[src/rtl/seq_alu_pkg.sv]
`default_nettype none
// ============================================================================
// Module      : seq_alu_pkg
// Description : Shared types for the sequential ALU: opcode and A-preprocess
//               encodings plus the control FSM state type.
// Revision    : 1.0 - initial release
// ============================================================================
package seq_alu_pkg;

    // Opcode carried in control[3:2]
    typedef enum logic [1:0] {
        OP_ADD = 2'b00,
        OP_SUB = 2'b01,
        OP_MUL = 2'b10,
        OP_DIV = 2'b11
    } op_e;

    // Operand-A preprocessing carried in control[1:0]
    typedef enum logic [1:0] {
        PRE_A      = 2'b00,
        PRE_CLRMSB = 2'b01,
        PRE_CLRLSB = 2'b10,
        PRE_AND    = 2'b11
    } pre_e;

    // Control FSM states
    typedef enum logic [1:0] {
        ST_IDLE = 2'b00,
        ST_CALC = 2'b01,
        ST_DONE = 2'b10
    } state_e;

endpackage : seq_alu_pkg
`default_nettype wire

[src/rtl/seq_alu_iter.sv]
`default_nettype none
// ============================================================================
// Module      : seq_alu_iter
// Description : Iterative MUL/DIV datapath. Shift-add multiply or restoring
//               divide, one result bit per step. Exposes the post-step result
//               combinationally so the caller can capture it on the last step.
// Revision    : 1.0 - initial release
// ============================================================================
module seq_alu_iter
    import seq_alu_pkg::*;
#(
    parameter int W     = 5,
    parameter int CNT_W = $clog2(W + 1)
) (
    input  logic             clk,
    input  logic             rst_n,
    input  logic             start_i,
    input  logic             is_div_i,
    input  logic [W-1:0]     a_i,
    input  logic [W-1:0]     b_i,
    input  logic             step_i,
    output logic             last_o,
    output logic [2*W-1:0]   res_o,
    output logic [W-1:0]     rem_o
);

    // acc_q  : MUL product accumulator / DIV partial remainder (low W bits)
    // opnd_q : MUL multiplicand (shifts left) / DIV divisor (fixed)
    // sh_q   : MUL multiplier (shifts right) / DIV dividend becoming quotient
    logic [2*W-1:0] acc_q,  acc_d;
    logic [2*W-1:0] opnd_q, opnd_d;
    logic [W-1:0]   sh_q,   sh_d;
    logic           div_q;
    logic [CNT_W-1:0] cnt_q;

    logic [W:0]     w_rshift;
    logic [W+1:0]   w_trial;
    logic           w_fits;

    // One iteration of the selected algorithm, computed from current state
    always_comb begin
        w_rshift = {acc_q[W-1:0], sh_q[W-1]};
        w_trial  = {1'b0, w_rshift} - {2'b00, opnd_q[W-1:0]};
        w_fits   = ~w_trial[W+1];
        acc_d    = acc_q;
        opnd_d   = opnd_q;
        sh_d     = sh_q;
        if (div_q) begin
            // Restoring step: keep the subtraction only when it did not borrow
            acc_d  = {{(W-1){1'b0}}, (w_fits ? w_trial[W:0] : w_rshift)};
            sh_d   = {sh_q[W-2:0], w_fits};
        end else begin
            acc_d  = acc_q + (sh_q[0] ? opnd_q : '0);
            opnd_d = opnd_q << 1;
            sh_d   = sh_q >> 1;
        end
    end

    assign last_o = step_i && (cnt_q == CNT_W'(W - 1));
    assign res_o  = div_q ? {{W{1'b0}}, sh_d} : acc_d;
    assign rem_o  = acc_d[W-1:0];

    // Load operands on start, then advance one bit per step
    always_ff @(posedge clk) begin
        if (!rst_n) begin
            acc_q  <= '0;
            opnd_q <= '0;
            sh_q   <= '0;
            div_q  <= 1'b0;
            cnt_q  <= '0;
        end else if (start_i) begin
            acc_q  <= '0;
            opnd_q <= {{W{1'b0}}, (is_div_i ? b_i : a_i)};
            sh_q   <= is_div_i ? a_i : b_i;
            div_q  <= is_div_i;
            cnt_q  <= '0;
        end else if (step_i) begin
            acc_q  <= acc_d;
            opnd_q <= opnd_d;
            sh_q   <= sh_d;
            cnt_q  <= cnt_q + 1'b1;
        end
    end

endmodule : seq_alu_iter
`default_nettype wire

[src/rtl/seq_alu.sv]
`default_nettype none
// ============================================================================
// Module      : seq_alu
// Description : Sequential ALU with valid/ready handshake. ADD/SUB complete in
//               one cycle; MUL/DIV iterate W cycles in seq_alu_iter.
// Revision    : 1.0 - initial release
// ============================================================================
module seq_alu
    import seq_alu_pkg::*;
#(
    parameter int W     = 5,
    parameter int CNT_W = $clog2(W + 1)
) (
    input  logic             clk,
    input  logic             rst_n,
    input  logic             in_valid,
    output logic             in_ready,
    input  logic [W-1:0]     a,
    input  logic [W-1:0]     b,
    input  logic [3:0]       control,
    output logic             out_valid,
    input  logic             out_ready,
    output logic [2*W-1:0]   out,
    output logic [W-1:0]     rem,
    output logic             dz
);

    state_e         state_q;
    logic           in_ready_q;
    logic           out_valid_q;
    logic [2*W-1:0] out_q;
    logic [W-1:0]   rem_q;
    logic           dz_q;
    logic           div_q;
    logic           dzp_q;

    op_e            w_op;
    pre_e           w_pre;
    logic [W-1:0]   w_a_pre;
    logic [2*W-1:0] w_sum;
    logic [2*W-1:0] w_diff;
    logic           w_accept;
    logic           w_start;
    logic           w_last;
    logic [2*W-1:0] w_iter_res;
    logic [W-1:0]   w_iter_rem;

    assign w_op  = op_e'(control[3:2]);
    assign w_pre = pre_e'(control[1:0]);

    // Operand A preprocessing ahead of every operation
    always_comb begin
        w_a_pre = a;
        case (w_pre)
            PRE_A:      w_a_pre = a;
            PRE_CLRMSB: w_a_pre = {1'b0, a[W-2:0]};
            PRE_CLRLSB: w_a_pre = {a[W-1:1], 1'b0};
            PRE_AND:    w_a_pre = a & b;
            default:    w_a_pre = a;
        endcase
    end

    assign w_sum    = {{W{1'b0}}, w_a_pre} + {{W{1'b0}}, b};
    assign w_diff   = {{W{1'b0}}, w_a_pre} - {{W{1'b0}}, b};
    assign w_accept = (state_q == ST_IDLE) && in_valid;
    assign w_start  = w_accept && ((w_op == OP_MUL) || (w_op == OP_DIV));

    seq_alu_iter #(
        .W     (W),
        .CNT_W (CNT_W)
    ) u_iter (
        .clk      (clk),
        .rst_n    (rst_n),
        .start_i  (w_start),
        .is_div_i (w_op == OP_DIV),
        .a_i      (w_a_pre),
        .b_i      (b),
        .step_i   (state_q == ST_CALC),
        .last_o   (w_last),
        .res_o    (w_iter_res),
        .rem_o    (w_iter_rem)
    );

    // Handshake FSM with registered ready/valid and result outputs
    always_ff @(posedge clk) begin
        if (!rst_n) begin
            state_q     <= ST_IDLE;
            in_ready_q  <= 1'b1;
            out_valid_q <= 1'b0;
            out_q       <= '0;
            rem_q       <= '0;
            dz_q        <= 1'b0;
            div_q       <= 1'b0;
            dzp_q       <= 1'b0;
        end else begin
            case (state_q)
                ST_IDLE: begin
                    if (w_accept) begin
                        in_ready_q <= 1'b0;
                        case (w_op)
                            OP_ADD, OP_SUB: begin
                                out_q       <= (w_op == OP_ADD) ? w_sum : w_diff;
                                rem_q       <= '0;
                                dz_q        <= 1'b0;
                                out_valid_q <= 1'b1;
                                state_q     <= ST_DONE;
                            end
                            default: begin
                                div_q   <= (w_op == OP_DIV);
                                dzp_q   <= (w_op == OP_DIV) && (b == '0);
                                state_q <= ST_CALC;
                            end
                        endcase
                    end
                end
                ST_CALC: begin
                    if (w_last) begin
                        out_q       <= w_iter_res;
                        rem_q       <= div_q ? w_iter_rem : '0;
                        dz_q        <= dzp_q;
                        out_valid_q <= 1'b1;
                        state_q     <= ST_DONE;
                    end
                end
                ST_DONE: begin
                    if (out_ready) begin
                        out_valid_q <= 1'b0;
                        in_ready_q  <= 1'b1;
                        state_q     <= ST_IDLE;
                    end
                end
                default: begin
                    out_valid_q <= 1'b0;
                    in_ready_q  <= 1'b1;
                    state_q     <= ST_IDLE;
                end
            endcase
        end
    end

    assign in_ready  = in_ready_q;
    assign out_valid = out_valid_q;
    assign out       = out_q;
    assign rem       = rem_q;
    assign dz        = dz_q;

endmodule : seq_alu
`default_nettype wire

[config.mk]
export PLATFORM = sky130hd
export DESIGN_NAME = seq_alu
export DESIGN_NICKNAME = d
export VERILOG_FILES = /design/src/rtl/seq_alu_pkg.sv /design/src/rtl/seq_alu_iter.sv /design/src/rtl/seq_alu.sv
export SDC_FILE = /design/constraint.sdc
export NUM_CORES = 1
export LEC_CHECK = 0
export ABC_AREA = 0
export CAP_MARGIN = 20
export CELL_PAD_IN_SITES_DETAIL_PLACEMENT = 0
export CELL_PAD_IN_SITES_GLOBAL_PLACEMENT = 1
export CORE_MARGIN = 3
export CORE_UTILIZATION = 43
export CTS_CLUSTER_DIAMETER = 120
export CTS_CLUSTER_SIZE = 8
export DETAILED_ROUTE_END_ITERATION = 10
export PLACE_DENSITY_LB_ADDON = 0.05
export SETUP_SLACK_MARGIN = 0.5
export SLEW_MARGIN = 5
export SYNTH_ARGS = -nofsm -noshare
export SYNTH_HDL_FRONTEND = slang
export SYNTH_SLANG_ARGS = --single-unit
[constraint.sdc]
create_clock -name clk -period 3.2 [get_ports clk]
set_clock_uncertainty 0.2 [all_clocks]
set_input_delay 0.64 -clock clk [delete_from_list [all_inputs] [get_ports clk]]
set_output_delay 0.64 -clock clk [all_outputs]
set_load 0.02 [all_outputs]
* Word-level counts from Yosys, hierarchy flattened
Index checks and enable logic that the tools add are counted.
** Storage, ports and cells
- Bits in registers :: 51
- Input port bits :: 18
- Output and inout port bits :: 18
- Word-level logic and storage cells :: 99
** Cells by class
- Add/subtract/negate cells :: 5
- Equal/unequal tests :: 14
- Muxes and demuxes :: 40
- Bitwise gates (word level) :: 6
- Reductions and logical operators :: 20
** Operators with widths (count)
- $mux W10 :: 7
- $mux W5 :: 12
- $pmux W10 S2 :: 1
- $pmux W5 S4 :: 1
- $add A10 B10 Y10 :: 1
- $eq A2 B2 Y1 const B :: 5
- $pmux W5 S2 :: 1
- $mux W1 :: 9
- $reduce_and A3 Y1 :: 3
- $mux W2 :: 4
- $reduce_and A4 Y1 :: 2
- $sub A6 B5 Y7 :: 1
- $add A5 B5 Y6 :: 1
- $eq A2 B1 Y1 const B :: 3
- $logic_not A2 Y1 :: 3
- $mux W6 :: 1
- $ne A2 B2 Y1 const B :: 3
- $pmux W1 S3 :: 2
- $pmux W2 S3 :: 1
- $sub A5 B5 Y6 :: 1
- $and A5 B5 Y5 :: 1
- $logic_not A5 Y1 :: 1
- $not A1 Y1 :: 5
- $logic_and A1 B1 Y1 :: 4
- 8 further kinds :: 12

* Longest topological paths before layout
Gate-level depths: netlist of run 1.
- Word-level depth :: 7
- Depth in mapped cells :: 11
- Mapped depth without buffers :: 11

* By module
A second synthesis of run 1 with hierarchy kept.
** Unflattened totals
- Cells, all modules :: 454
- Area total of the unflattened synthesis :: 3588.4 um2
** Modules (own cells, without submodules)
- seq_alu_iter :: instances 1, cells an instance 288, area an instance 2283.4 um2, seq. area each 580.6 um2
- seq_alu :: instances 1, cells an instance 166, area an instance 1305.0 um2, seq. area each 440.4 um2

* Least setup slack after synthesis of run 1
Ideal clock, no wire load.
- Kind :: input port to flip-flop
- Start point :: in control[1]
- End point :: reg out_q[2], in the netlist out[2]
- Library setup time :: 123 ps
- Data arrival time :: 2469 ps
- Required time :: 2877 ps
- Slack :: 408 ps
- Stages on the path :: 11
- Buffers on the path :: 0
- Cell sequence :: nand2_1 -> o21ai_0 -> inv_1 -> ha_1 -> inv_1 -> ha_1 -> a2111oi_0 -> a21oi_1 -> xnor2_1 -> a221oi_1 -> nor2_1
** Between the ends
- Longest elaborated chain between the ends :: 7
- Elaborated cells between the ends (all ways) :: 11
- Classes of those cells :: 2 x add/sub; 3 x eq/ne; 5 x mux; 1 x reduce/logical
** RTL lines
- from (decl) :: RTL line seq_alu.sv:20 : input logic [3:0] control,
- $eq A2 B2 Y1 (tied with other cells) :: RTL line seq_alu.sv:54 : case (w_pre)
- $pmux W5 S4 (*) :: RTL line seq_alu.sv:54
- $sub A5 B5 Y6 or $add A5 B5 Y6 (tied branches) :: RTL line seq_alu.sv:64, seq_alu.sv:63
- $mux W10 (*) :: RTL line seq_alu.sv:102 : out_q <= (w_op == OP_ADD) ? w_sum : w_diff;
- $mux W10 (*) :: RTL line seq_alu.sv:100 : case (w_op)
- $mux W10 (*) :: RTL line seq_alu.sv:98 : if (w_accept) begin
- $pmux W10 S2 (*) :: RTL line seq_alu.sv:96 : case (state_q)
- to (signal assigned) :: RTL line seq_alu.sv:102
- to (signal assigned) :: RTL line seq_alu.sv:118 : out_q <= w_iter_res;
- to (decl) :: RTL line seq_alu.sv:31 : logic [2*W-1:0] out_q;
Mark *: on every way between the ends. The rest lies on a longest branch, timed or not. The select of a mux whose other input is x is not followed.
A chain may end at the register's enable or synchronous reset.

* Worst setup path after layout of run 1
- Start point :: in b[0]
- End point :: reg out_q[4], in the netlist out[4]
** Between the ends
- Longest elaborated chain between the ends :: 7
- Elaborated cells between the ends (all ways) :: 8
- Classes of those cells :: 2 x add/sub; 5 x mux; 1 x bitwise
** RTL lines
- from (decl) :: RTL line seq_alu.sv:19 : input logic [W-1:0] b,
- $and A5 B5 Y5 :: RTL line seq_alu.sv:58 : PRE_AND: w_a_pre = a & b;
- $pmux W5 S4 :: RTL line seq_alu.sv:54
- $sub A5 B5 Y6 or $add A5 B5 Y6 (tied branches) :: RTL line seq_alu.sv:64, seq_alu.sv:63
- $mux W10 (*) :: RTL line seq_alu.sv:102
- $mux W10 (*) :: RTL line seq_alu.sv:100
- $mux W10 (*) :: RTL line seq_alu.sv:98
- $pmux W10 S2 (*) :: RTL line seq_alu.sv:96
Marks and branches as above.

==> impl_metrics.yaml, run 1 <==
status:
  status: "complete, no violations"
floorplanning:
  initial_core_util: 0.450
  dieArea_mm2: 0.00934
  die_y_um: 96.6
  ioPinCount: 36
  core_region_area_mm2: 0.00785
  std_cell_rows: 32
  die_x_um: 96.6
timing:
  finalSetupViolations: 0
  fin_crit_ns: 2.60
  rsz0062_at_grt: "true"
  fmax_mhz: 384
  worst_pin_slew_ns: 0.907
  relSlewSlack: 0.393
  slew_viol_final: 0
  setup_tns_ns: 0
  fin_hold_ws_ns: 0.268
  hold_violations: 0
  period_share: 0.813
global_routing:
  grt_pass1_vias: 3397
  gr-total-overflow: 0
  grt_max_degree: 25
  antenna_found_initial: 0
  grt_pass1_wl_um: 17000
  grt_usage: 0.219
yosys:
  yosysSeqAreaShare: 0.289
  ys_warn_count: 0
  synth.top_cells.by_area: "dfxtp_1, ha_1, nand2_1"
  ys_async_sr_fraction: 0
  synthCells: 445
  synth_fp_nets: 490
  yosysTopAreaCell: "dfxtp_1"
  ys_types: 64
  syn_avg_cell_area_um2: 7.94
  ys_ff_latch: 51
  synth_area_mm2: 0.00353
  synth_top_cell_area_share: 0.289
  synth-edff-count: 0
  yosys_most_used_dff: "dfxtp_1"
setup_path:
  critPathSlowestCell: "clkdlybuf4s50_1"
  cp-start-kind: "input port"
  cp_num_buf_inv: 4
  endpoint_kind: "register"
  r2r-end: "rem[1]"
  path_max_fanout: 5
  critPathArrivalTime_ns: 2.65
  path_delay_family: "buffers and inverters"
  regToRegSetupSlack_ns: 0.63
  critPathKind: "in -> reg"
  r2r-start: "u_iter.sh_q[4]"
  path_common_cell: "buf_4"
  rr_worst_depth: 9
  critical_path_required_ns: 3.24
  cpPeakStageDelay_ns: 0.48
  crit_chain: "clkdlybuf4s50_1 -> buf_4 -> ha_1 -> inv_1 -> fa_2 -> a2111oi_2 -> buf_4 -> o31a_1 -> o21ai_1 -> a21oi_1"
cells_and_area:
  layout.cells.non_filler: 589
  syn_to_final_growth_pct: 21.4
  multi_input_area_mm2: 0.00241
  drive_gt1_frac: 0.133
  nets: 531
  seqCellArea_mm2: 0.00102
  post-route-util: 0.546
  antenna_cells: 0
  fill_cells: 796
route:
  route.vias.total: 3358
  wl_um: 10100
  ant_nets: 0
  wl_per_cell_um: 17.1
  vias_per_cell: 5.70
  first_pass_iters: 4
  first_iter_violations: 147
  drc: 0
min_path:
  hp-class: "reg -> reg"
  min_to: "u_iter.opnd_q[9]"
  holdPathStages: 2
  worstHoldStart: "u_iter.opnd_q[8]"
placement:
  placedCellCount: 580
  portBuffers: 35
  dp.final_hpwl_um: 7670
  place.gp.congestion: 0.854
clocking:
  cts_tree: "built"
  clk_pin_slew_ns: 0.11
  cts_root_buf: "clkbuf_8"
  numCtsBuffers: 5
  hold_buffers: 0
  htreeDepth: 2
  cts.path.max_buffers: 2
  clock_sinks: 51
  clk_latency_ns: 0.31
power:
  powerDensity_mw_per_mm2: 365
  ir_worst_vdd_mv: 0.239
  leakagePower_uw: 0.00166
  total_power_uw: 1560
flow_run:
  max-cap-violations: 0
## report_power, final
| group | switching (µW) | internal, µW | leakage (µW) | total (µW) |
|---|---|---|---|---|
| logic | 250 | 202 | 0.00120 | 452 |
| clock network | 246 | 163 | 0.0000502 | 408 |
| registers | 36.1 | 668 | 0.000416 | 704 |
## tightest hold or removal path, stage by stage (launching register included)
cell     delay (ns)
dfxtp_1        0.33
nand2_1        0.06
a21oi_1        0.05
## flip-flops by register name, summed over array words and instances, names as in the netlist, 2 cells and up
| signal | cells |
|---|---|
| out | 10 |
| rem | 5 |
| state_q | 2 |
| u_iter.acc_q | 10 |
| u_iter.cnt_q | 3 |
| u_iter.opnd_q | 10 |
| u_iter.sh_q | 5 |
## area by class of cell
type                    instances  share of cell area
clock buffers                   5              0.0161
inverters                      20              0.0175
clock inverters                 3             0.00671
repair buffers                 62               0.130
flip-flops and latches         51               0.238
multi-input cells             346               0.562
well taps                     102              0.0298
## layout by cell type (no fill, tap or decap), types with 3 or more instances in the layout
cell	count
nand3_1	17
dfxtp_1	50
and2_1	15
a21boi_0	4
a21oi_1	30
nand2_1	61
mux2i_1	11
mux2_2	3
nor4_1	3
clkdlybuf4s50_1	31
o31ai_1	4
nor2b_1	6
or2_2	4
buf_4	27
o211ai_1	5
xnor2_1	4
nand4_1	3
a211oi_1	8
a31oi_1	9
xor2_1	5
nor2_1	22
clkbuf_8	5
o221ai_1	8
nand2b_1	5
inv_1	20
ha_1	21
o21a_1	6
a21o_1	3
o21ai_0	27
## logic make-up after synthesis
group                    count (synthesis)  share of synthesized area
AO/OA/AOI/OAI                          139                      0.261
adder cells (fa/ha/maj)                 27                      0.102
XOR/XNOR                                 9                     0.0223
buffers and inverters                   48                     0.0581
flip-flops                              51                      0.289
multiplexers                            14                     0.0407
AND/OR/NAND/NOR                        157                      0.227
## timing repair
item | CTS | global route
buffers inserted | 0 | 1
resized for setup | 8 | 18
pin swaps | 2 | 5
gates cloned | 0 | 0
endpoints found under the setup margin | 9 | 15
## how the worst max path moves through the flow
stage	cells after the start	startpoint	slack, ns	to
global route	12	b[0]	0.47	out[4]
detailed placement	12	control[1]	-0.08	out[2]
global placement	12	control[1]	-0.005	out[2]
floorplan	11	control[1]	0.52	out[2]
CTS	11	b[1]	0.47	out[2]
finish	10	b[0]	0.60	out[4]
## stage by stage
| step | cell area, µm² | setup WS [ns] |
|---|---|---|
| floorplan | 3540 | 0.521 |
| global placement | 4080 | -0.00490 |
| detailed placement | 4080 | -0.0798 |
| global route | 4290 | 0.474 |
| finish | 4290 | 0.598 |
| CTS | 4190 | 0.474 |
## synthesized netlist by cell type, drive strengths merged (4+ instances only)
master	instances
a31oi	9
a21oi	32
nand2	62
xnor2	4
or2	5
ha	24
a21boi	7
mux2i	11
clkbuf	17
o21ai	31
xor2	5
and2	15
nand3	17
o21a	6
buf	11
nand2b	5
dfxtp	51
a211oi	9
o221ai	8
o31ai	4
nor2	22
nor2b	6
inv	20
o211ai	5
## routing by layer
metal,global-route usage,part of all wire,up-vias,wire [µm]
li1,-,-,1696,-
met1,0.301,0.48,1592,4860
met2,0.357,0.47,60,4730
met3,0.0346,0.034,10,348
met4,0.0562,0.014,0,146
met5,0,0,-,0
No activity file was read; power rests on OpenSTA's default activity.
==> run 2, diff against run 1 <==
==> constraint.sdc (replaced) <==
create_clock -name clk -period 2.45 [get_ports clk]
set_clock_uncertainty 0.2 [all_clocks]
set_input_delay 0.49 -clock clk [delete_from_list [all_inputs] [get_ports clk]]
set_output_delay 0.49 -clock clk [all_outputs]
set_load 0.02 [all_outputs]
==> impl_metrics.yaml, run 2 (same netlist as run 1, synthesis figures left out) <==
power:
  clkPwrFrac: 0.257
  p_comb_frac: 0.347
  powerDensity_mw_per_mm2: 437
  swShare: 0.330
  seqPwrFrac: 0.396
  p_sw_uw: 764
  ir_worst_vdd_mv: 0.226
  p_int_uw: 1550
  leakagePower_uw: 0.00210
floorplanning:
  die_x_um: 96.6
  ioPinCount: 36
  std_cell_rows: 32
  die_y_um: 96.6
  dieArea_mm2: 0.00934
  initial_core_util: 0.450
  core_region_area_mm2: 0.00785
min_path:
  hp-class: "reg -> reg"
status:
  status: "complete, no violations"
timing:
  fin_hold_ws_ns: 0.261
  finalSetupViolations: 0
  hold_violations: 0
  slew_viol_final: 0
  fin_crit_ns: 2.30
  setup_tns_ns: 0
  fmax_mhz: 434
  rsz0062_at_grt: "true"
  relSlewSlack: 0.599
  period_share: 0.940
  worst_pin_slew_ns: 0.598
clocking:
  cts_tree: "built"
  clk_latency_ns: 0.31
  clk_pin_slew_ns: 0.10
  htreeDepth: 2
  cts.path.max_buffers: 2
  clock_sinks: 51
  numCtsBuffers: 5
  hold_buffers: 0
  cts_root_buf: "clkbuf_8"
setup_path:
  critPathArrivalTime_ns: 2.31
  critPathKind: "reg -> reg"
  endpoint_kind: "register"
  path_max_fanout: 6
  cp-start-kind: "register"
  critical_path_required_ns: 2.46
cells_and_area:
  nets: 583
  fill_cells: 645
  final_common_cell: "buf_4"
  syn_to_final_growth_pct: 49.9
  drive_gt1_frac: 0.385
  antenna_cells: 0
  mostFrequentLayoutCells: "buf_4, nand2_1, dfxtp_1"
placement:
  portBuffers: 35
  dp.final_hpwl_um: 8150
  place.gp.congestion: 0.901
route:
  wl_um: 11500
  drc: 0
  route.vias.total: 3667
  first_iter_violations: 181
  vias_per_cell: 5.73
  first_pass_iters: 4
  ant_nets: 0
  wl_per_cell_um: 17.9
global_routing:
  grt_pass1_wl_um: 18500
  grt_pass1_vias: 3739
  antenna_found_initial: 0
  grt_usage: 0.240
  grt_max_degree: 25
  gr-total-overflow: 0
flow_run:
  max-cap-violations: 0
-- run 2: critical path, cell delays in order (launching register included) --
cell      delay [ns]
dfxtp_2         0.33
inv_2           0.07
ha_4            0.14
inv_2           0.03
fa_2            0.37
a211oi_4        0.33
o21ai_4         0.13
mux2_2          0.34
a21oi_4         0.17
a211oi_1        0.08
-- run 2: what timing repair did --
item,in CTS,in global routing
endpoints found under the setup margin,46,39
setup buffers,19,4
pin swaps,41,15
gates resized for setup,114,36
-- run 2: worst paths after layout --
kind	end	start	slack, ns	depth (start not counted)
hold reg to reg	rem[4]	rem[4]	0.26	2
hold / removal	rem[4]	rem[4]	0.26	2
setup reg to reg	u_iter.acc_q[2]	u_iter.sh_q[4]	0.15	9
setup / recovery	u_iter.acc_q[2]	u_iter.sh_q[4]	0.15	9
-- run 2: area by class of cell --
| class | instances | area (µm²) | area share |
|---|---|---|---|
| multi-input cells | 346 | 3000 | 0.566 |
| well taps | 102 | 128 | 0.0241 |
| flip-flops and latches | 51 | 1030 | 0.195 |
| repair buffers | 114 | 955 | 0.180 |
| inverters | 20 | 75.1 | 0.0142 |
| clock buffers | 5 | 68.8 | 0.0130 |
| clock inverters | 2 | 37.5 | 0.00709 |
-- run 2: power groups by stage --
stage,combinational (µW),clock (µW),sequential (µW)
CTS,763,611,915
finish,804,595,916
global route,863,638,922
floorplan,404,0,940
detailed placement,673,0,932
global placement,664,0,931
-- run 2: through the flow --
step           std cells  worst slack [ns]  instance area, µm²  power (µW)   util
6_report             640             0.147                5290        2310  0.675
5_1_grt              640            0.0551                5290        2420  0.675
4_1_cts              636             0.205                5100        2290  0.650
3_5_place_dp         610            -0.527                4570        1610  0.583
3_3_place_gp         610            -0.482                4570        1590  0.583
2_1_floorplan        445             0.251                3840        1340      -
-- run 2: routing by layer --
layer	GRT usage	share of wire	wire [µm]
met1	0.312	0.45	5200
met3	0.0418	0.037	420
met5	0	0	0
met2	0.401	0.49	5590
met4	0.0810	0.023	269
